==> src/rtl/raycast_column_scheduler.sv <==
// Drives one raytracer across every screen column of a frame, sweeping the ray angle
// across the field of view and writing each column's hit cell (or a watchdog miss).
module raycast_column_scheduler #(
  parameter int unsigned NUM_COLS   = 160,
  parameter int unsigned COL_W      = 8,
  parameter logic [15:0] HALF_FOV   = 16'h1600,
  parameter logic [15:0] ANGLE_STEP = 16'h0046,
  parameter int unsigned MAX_CYCLES = 512,
  parameter int unsigned WD_W       = 10
) (
  input  logic             clock_i,
  input  logic             reset_i,
  input  logic             frame_start_i,
  input  logic [13:0]      player_x_i,
  input  logic [12:0]      player_y_i,
  input  logic [7:0]       player_angle_i,
  output logic             busy_o,
  output logic             frame_done_o,
  output logic             rt_start_o,
  input  logic             rt_done_i,
  output logic             rt_abort_o,
  output logic [13:0]      rt_x_o,
  output logic [12:0]      rt_y_o,
  output logic [7:0]       rt_angle_o,
  input  logic [5:0]       rt_result_x_i,
  input  logic [4:0]       rt_result_y_i,
  output logic             col_wr_en_o,
  output logic [COL_W-1:0] col_addr_o,
  output logic             col_hit_o,
  output logic [5:0]       col_grid_x_o,
  output logic [4:0]       col_grid_y_o
);

  localparam int unsigned ACC_W = 16;
  localparam logic [COL_W-1:0] LAST_COL = COL_W'(NUM_COLS - 1);
  localparam logic [WD_W-1:0]  WD_LIMIT = WD_W'(MAX_CYCLES - 1);

  typedef enum logic [2:0] {
    S_IDLE, S_LATCH, S_ISSUE, S_WAIT_RT, S_ABORT, S_WRITE, S_DONE
  } state_e;

  state_e             state_q, state_d;
  logic [13:0]        px_q, px_d;
  logic [12:0]        py_q, py_d;
  logic [ACC_W-1:0]   acc_q, acc_d;
  logic [COL_W-1:0]   col_q, col_d;
  logic [WD_W-1:0]    wd_q, wd_d;
  logic [COL_W-1:0]   col_addr_q, col_addr_d;
  logic               hit_q, hit_d;
  logic [5:0]         gx_q, gx_d;
  logic [4:0]         gy_q, gy_d;
  logic               busy_q, busy_d;
  logic               frame_done_q, frame_done_d;
  logic               rt_start_q, rt_start_d;
  logic               rt_abort_q, rt_abort_d;
  logic               col_wr_en_q, col_wr_en_d;

  // Next-state logic; strobes are decoded from the upcoming state so they register cleanly.
  always_comb begin
    state_d    = state_q;
    px_d       = px_q;
    py_d       = py_q;
    acc_d      = acc_q;
    col_d      = col_q;
    wd_d       = wd_q;
    col_addr_d = col_addr_q;
    hit_d      = hit_q;
    gx_d       = gx_q;
    gy_d       = gy_q;

    case (state_q)
      S_IDLE: begin
        if (frame_start_i) state_d = S_LATCH;
      end
      S_LATCH: begin
        px_d    = player_x_i;
        py_d    = player_y_i;
        acc_d   = {player_angle_i, 8'h00} - HALF_FOV;
        col_d   = '0;
        state_d = S_ISSUE;
      end
      S_ISSUE: begin
        wd_d    = '0;
        state_d = S_WAIT_RT;
      end
      S_WAIT_RT: begin
        // A completed ray takes priority over a timeout landing in the same cycle.
        if (rt_done_i) begin
          hit_d      = 1'b1;
          gx_d       = rt_result_x_i;
          gy_d       = rt_result_y_i;
          col_addr_d = col_q;
          state_d    = S_WRITE;
        end else if (wd_q == WD_LIMIT) begin
          state_d = S_ABORT;
        end else begin
          wd_d = wd_q + WD_W'(1);
        end
      end
      S_ABORT: begin
        hit_d      = 1'b0;
        gx_d       = '0;
        gy_d       = '0;
        col_addr_d = col_q;
        state_d    = S_WRITE;
      end
      S_WRITE: begin
        if (col_q == LAST_COL) begin
          state_d = S_DONE;
        end else begin
          col_d   = col_q + COL_W'(1);
          acc_d   = acc_q + ANGLE_STEP;
          state_d = S_ISSUE;
        end
      end
      S_DONE: begin
        state_d = S_IDLE;
      end
      default: begin
        state_d = S_IDLE;
      end
    endcase

    busy_d       = (state_d != S_IDLE);
    frame_done_d = (state_d == S_DONE);
    rt_start_d   = (state_d == S_ISSUE);
    rt_abort_d   = (state_d == S_ABORT);
    col_wr_en_d  = (state_d == S_WRITE);
  end

  always_ff @(posedge clock_i) begin
    if (reset_i) begin
      state_q      <= S_IDLE;
      px_q         <= '0;
      py_q         <= '0;
      acc_q        <= '0;
      col_q        <= '0;
      wd_q         <= '0;
      col_addr_q   <= '0;
      hit_q        <= 1'b0;
      gx_q         <= '0;
      gy_q         <= '0;
      busy_q       <= 1'b0;
      frame_done_q <= 1'b0;
      rt_start_q   <= 1'b0;
      rt_abort_q   <= 1'b0;
      col_wr_en_q  <= 1'b0;
    end else begin
      state_q      <= state_d;
      px_q         <= px_d;
      py_q         <= py_d;
      acc_q        <= acc_d;
      col_q        <= col_d;
      wd_q         <= wd_d;
      col_addr_q   <= col_addr_d;
      hit_q        <= hit_d;
      gx_q         <= gx_d;
      gy_q         <= gy_d;
      busy_q       <= busy_d;
      frame_done_q <= frame_done_d;
      rt_start_q   <= rt_start_d;
      rt_abort_q   <= rt_abort_d;
      col_wr_en_q  <= col_wr_en_d;
    end
  end

  assign busy_o       = busy_q;
  assign frame_done_o = frame_done_q;
  assign rt_start_o   = rt_start_q;
  assign rt_abort_o   = rt_abort_q;
  assign rt_x_o       = px_q;
  assign rt_y_o       = py_q;
  assign rt_angle_o   = acc_q[ACC_W-1:ACC_W-8];
  assign col_wr_en_o  = col_wr_en_q;
  assign col_addr_o   = col_addr_q;
  assign col_hit_o    = hit_q;
  assign col_grid_x_o = gx_q;
  assign col_grid_y_o = gy_q;

endmodule
==> config.mk <==
export PLATFORM = sky130hd
export DESIGN_NAME = raycast_column_scheduler
export DESIGN_NICKNAME = d
export VERILOG_FILES = /design/src/rtl/raycast_column_scheduler.sv
export SDC_FILE = /design/constraint.sdc
export NUM_CORES = 1
export LEC_CHECK = 0
export BUFFER_PORTS_ARGS = -buffer_cell sky130_fd_sc_hd__buf_2
export CAP_MARGIN = 20
export CORE_MARGIN = 1
export CORE_UTILIZATION = 51
export CTS_CLUSTER_SIZE = 40
export DETAILED_ROUTE_END_ITERATION = 6
export MAX_ROUTING_LAYER = met4
export PLACE_DENSITY = 0.86
export SKIP_LAST_GASP = 1
export SYNTH_ARGS = -nofsm -noshare
export SYNTH_HDL_FRONTEND = slang
export SYNTH_SLANG_ARGS = --single-unit
==> constraint.sdc <==
create_clock -name clock_i -period 2 [get_ports clock_i]
set_input_delay 0.1 -clock clock_i [delete_from_list [all_inputs] [get_ports clock_i]]
set_output_delay 0.1 -clock clock_i [all_outputs]
set_load 0.03 [all_outputs]
# Word level (Yosys, flattened, before mapping)

Index checks and enable logic that the tools add are counted.

Register bits after elaboration: 89
Bits in latches: 0
Bits in writable memories: 0
Bits in read-only memories: 0
Bits of input ports: 50
Output and inout bits: 60
Logic and storage cells: 62
Memories kept: 0

$add $sub $neg: 4
$mul: 0
Divide/modulo/power cells: 0
$lt $le $gt $ge: 0
Eq/ne operators: 15
Shift-type cells: 0
Muxes and demuxes: 20
Bitwise operators: 0
Reductions and logical operators: 8

Operator list:

| operator                                                              | number |
|---|---|
| 16-bit case mux with 2 select lines                                   | 1 |
| 8-bit case mux with 2 select lines                                    | 2 |
| 10-bit 2-to-1 mux                                                     | 2 |
| 10-bit case mux with 2 select lines                                   | 1 |
| 3-bit case mux with 6 select lines                                    | 1 |
| 16-bit by 7-bit adder with 16-bit output, second input constant       | 1 |
| 16-bit 2-to-1 mux                                                     | 1 |
| 8-bit 2-to-1 mux                                                      | 2 |
| 16-bit by 13-bit subtractor with 16-bit output, second input constant | 1 |
| 3-bit == test, second input constant                                  | 5 |
| 3-bit 2-to-1 mux                                                      | 4 |
| 6-bit case mux with 2 select lines                                    | 1 |
| 10-bit by 1-bit adder with 10-bit output, second input constant       | 1 |
| 10-bit by 9-bit == test with 1-bit output, second input constant      | 1 |
| 5-bit case mux with 2 select lines                                    | 1 |
| 3-bit by 2-bit == test with 1-bit output, second input constant       | 3 |
| 8-bit by 1-bit adder with 8-bit output, second input constant         | 1 |
| 8-bit == test, second input constant                                  | 1 |
| 2-bit inequality test, second input constant                          | 4 |
| 6-bit 2-to-1 mux                                                      | 1 |
| 2-bit nonzero test                                                    | 3 |
| 5-bit 2-to-1 mux                                                      | 1 |
| 2-bit AND reduction                                                   | 2 |
| 3-bit by 1-bit == test with 1-bit output, second input constant       | 1 |
| 5 further kinds                                                       | 5 |

# Depth between registers and ports, before layout

Depth after elaboration: 5
Mapped depth: 8

# Worst setup path before layout

OpenSTA, ideal clock, no wires.

Path kind: register to register
From: register col_q[0]
To: register acc_q[14]
Setup time: 0.074 ns
Data arrival time: 1.783 ns
Data required time: 1.926 ns
Setup slack: 0.142 ns
Stages on the path, launching flop included: 8
Buffers on the path: 2
Path through: dfxtp_1 ha_1 and3_1 buf_2 a31o_1 buf_6 or4_1 a31oi_1

Cells in the longest elaborated chain, start to end: 3

Ends and longest elaborated chain:

| what                            | RTL line | source |
|---|---|---|
| from (decl)                     | 46       | `logic [COL_W-1:0] col_q, col_d;` |
| from (signal assigned)          | 153      | `col_q <= col_d;` |
| 8-bit == test                   | 108      | `if (col_q == LAST_COL) begin` |
| 2-bit inequality test (no line) | -        |  |
| 2-bit AND reduction (no line)   | -        |  |
| to (signal assigned)            | 136      | `acc_q <= '0;` |
| to (signal assigned)            | 152      | `acc_q <= acc_d;` |
| to (decl)                       | 45       | `logic [ACC_W-1:0] acc_q, acc_d;` |

Every way passes these cells.
A chain may end at the register's enable or synchronous reset.

# Worst setup path in the final report

From: register col_q[0]
To: register acc_q[15]

Same word-level chain as after synthesis.

==> Implementation_results.wiki <==
{| class="wikitable"
! Metric !! Value
|-
| Effective utilization at floorplan || 54.00%
|-
| First-pass GRT wire length || 15610 µm
|-
| DRT antenna net count || 0
|-
| Final cycle utilization of the critical path || 95.15%
|-
| Final setup violating endpoints || 0
|-
| Final Hold Fails || 0
|-
| Area growth syn-to-layout || 31.40%
|-
| Clock-pin slew on the worst setup and hold paths || 0.08 ns
|-
| Maximum fanout along the worst path || 7
|-
| Crit path capture type || flip-flop
|-
| Number of global-route vias before repair || 3552
|-
| Die ar. || 7740 µm²
|-
| Number of max-cap violations || 0
|-
| Most used cells in the layout excluding fill and tap cells || 109 x sky130_fd_sc_hd__buf_2, 88 x sky130_fd_sc_hd__dfxtp_1, 73 x sky130_fd_sc_hd__nand2_1
|-
| CTS Root Buffer Type || sky130_fd_sc_hd__clkbuf_8
|-
| Core occupancy in the finished layout || 70.95%
|-
| Leakage dissipation || 2.140 nW
|-
| Fraction of synthesis flops using an asynchronous set or reset pin || 0%
|-
| Tightest slew margin relative to the limit || 62.88%
|-
| Area inside the core boundary || 6982 µm²
|-
| Transition time at the pin with the least slew margin || 0.5428 ns
|-
| Total standard cell area after synthesis || 3770 µm²
|-
| Number of sinks driven by the clock tree || 88
|-
| Total number of yosys warnings || 0
|-
| Number of nets in the layout || 639
|-
| Clock latency at the later pin of the worst-skew pair || 0.35 ns
|-
| Worst-path cell chain || ha_1 > and3_1 > a31o_2 > or4_1 > a31oi_1
|-
| Detail-routed via count per cell || 5.397
|-
| Num CTS Buffers || 9
|-
| Final Routed Wirelength || 9794 µm
|-
| Clock Tree Buf Depth || 2
|-
| Crit path largest cell delay || 0.48 ns
|-
| Type of the tightest min-delay check || in2reg
|-
| Critical-path cell with the highest stage delay || sky130_fd_sc_hd__or4_1
|-
| Number of enable flip-flop cells after synthesis || 0
|-
| Start-to-end type of the worst setup path || reg2reg
|-
| Antenna Cells || 0
|-
| Avg WL per Cell || 14.28 µm
|-
| Count of buffering cells on the critical path with inverters included || 0
|-
| Worst EP required || 2.27 ns
|-
| Die H || 87.98 µm
|-
| Clock tree from TritonCTS || built
|-
| DRC violations left || 0
|-
| Flip-flop and latch count after synthesis || 88
|-
| PwrDens || 791.7 nW/µm²
|-
| Cell count after synthesis || 449
|-
| Iteration-0 DRC Markers || 208
|-
| IO Port Bufs || 109
|-
| Vias after detailed routing || 3702
|-
| Detailed placement HPWL || 6390 µm
|-
| Primary FF master, synth || sky130_fd_sc_hd__dfxtp_1
|-
| I/O pin cnt || 110
|-
| Antenna violations before repair || 0
|-
| X dimension of the die || 87.98 µm
|-
| Setup Skew || 0.008557 ns
|-
| Count of standard-cell rows || 30
|-
| Result of the run || finished, final reports clean
|-
| Number of levels the H-tree was split into || 3
|-
| Number of nets in the synthesized netlist || 503
|-
| Startpoint kind of the worst setup timing path || flip-flop
|-
| Number of detailed-route iterations in the first pass || 5
|-
| Total count of max-transition violations in the final report || 0
|-
| Sum of negative setup slack || 0 ns
|-
| Maximum number of pins on one net before global-route repair || 32
|-
| Final GP Congestion || 0.8488
|-
| Max Freq || 0.5255 GHz
|-
| Maximum ir drop on the vdd rail || 0.4982 mV
|-
| Delay-heaviest family, CP || simple AND/OR/NAND/NOR gates
|-
| Proportion of layout cells with a drive suffix above 1 || 26.10%
|-
| Number of distinct standard cells referenced by the synthesized netlist || 49
|-
| Overflow left after global routing || 0
|-
| Global routing usage summed across all routing layers || 26.91%
|-
| Leading cell type in the layout, fill and taps excluded || sky130_fd_sc_hd__buf_2
|-
| CP Data Arrival Time || 2.18 ns
|-
| Post-route minimum period || 1.903 ns
|-
| Synthesized area divided by synthesized cell count || 8.396 µm²
|-
| Proportion of synthesized chip area in sequential cells || 46.73%
|}
==> power breakdown <==
part           internal (W)  switching [W]
combinational      0.000232       0.000373
clock              0.000826       0.000623
sequential          0.00182      0.0000497
==> cell type report <==
cell class | instances | area [µm²]
fill | 548 | 2028
multi-input combinational | 321 | 1818
sequential | 88 | 1762
timing repair buffer | 159 | 996.0
clock buffer | 10 | 127.6
tap | 96 | 120.1
clock inverter | 6 | 107.6
inverter | 6 | 22.52
==> per-stage QoR <==
stage	total power [W]	instance area, µm²	hold slack, ns	setup slack, ns	instances
final	0.003922	4954	0.003701	0.09708	686
after global routing	0.004069	4954	0.009332	-0.01970	686
after CTS	0.003912	4923	0.003807	0.09463	683
after detailed placement	0.002446	4388	0.3463	0.1405	637
after global placement	0.002431	4388	0.3407	0.1947	637
after floorplan	0.002277	3770	0.1842	0.1422	449
==> routing by layer <==
metal | global-route usage, % | up-vias | wire, µm
li1 | - | 1811 | -
met1 | 29.36 | 1730 | 3995
met2 | 46.23 | 128 | 4962
met3 | 5.655 | 33 | 475
met4 | 13.41 | 0 | 360
met5 | - | - | 0
==> timing repair <==
item,CTS,global route
hold endpoints to repair,30,0
hold buffers,30,0
gates resized for setup,0,2
buffers inserted,0,3
setup endpoints to repair,0,6
==> sequential cells by signal (all words and copies together) (netlist names), 3 cells and up <==
name	count
rt_x_o	14
state_q	3
wd_q	10
col_grid_y_o	5
rt_y_o	13
col_addr_o	8
acc_q	15
col_grid_x_o	6
col_q	8
==> cells by family after synthesis <==
family,Yosys count,share of synthesized area [%]
xor gates and xnor gates,22,5.111
buffers and inverters,40,5.310
DFF,88,46.73
and+or+nand+nor,184,21.81
AOI/OAI and AO/OA,101,17.06
adders and majority gates,4,1.328
muxes,10,2.655
==> cell usage after synthesis (all sizes together) (2+ instances only) <==
cell type	n	share of area (%)
buf	20	3.3
and2	4	0.66
a21oi	50	6.7
nand2	73	7.3
a21o	6	1.2
xnor2	11	2.6
a31o	3	0.70
o21ai	7	0.93
nor4	2	0.33
ha	4	1.3
mux2i	10	2.7
nand3b	2	0.40
or4	3	0.60
a31oi	5	0.83
a22oi	10	2.0
and3	4	0.66
nor2	58	5.8
nor3	10	1.5
inv	6	0.60
a211oi	8	1.6
nand2b	3	0.50
xor2	11	2.6
clkbuf	14	1.4
nand4	8	1.3
o21bai	2	0.40
dfxtp	88	47
nand3	11	1.5
==> final timing paths <==
path | cells past startpoint | start | slack, ns | end
max | 5 | col_q[0] | 0.1 | acc_q[15]
min | 3 | rt_result_y_i[3] | 0.004 | col_grid_y_o[3]
max reg2reg | 5 | col_q[0] | 0.1 | acc_q[15]
min reg2reg | 2 | rt_x_o[1] | 0.46 | rt_x_o[1]
==> tightest hold or removal path, stage by stage <==
cell and delay, ns:
sky130_fd_sc_hd__buf_2 0.08, sky130_fd_sc_hd__mux2i_1 0.06, sky130_fd_sc_hd__nor2_1 0.08
(Power assumes the default switching activity.)
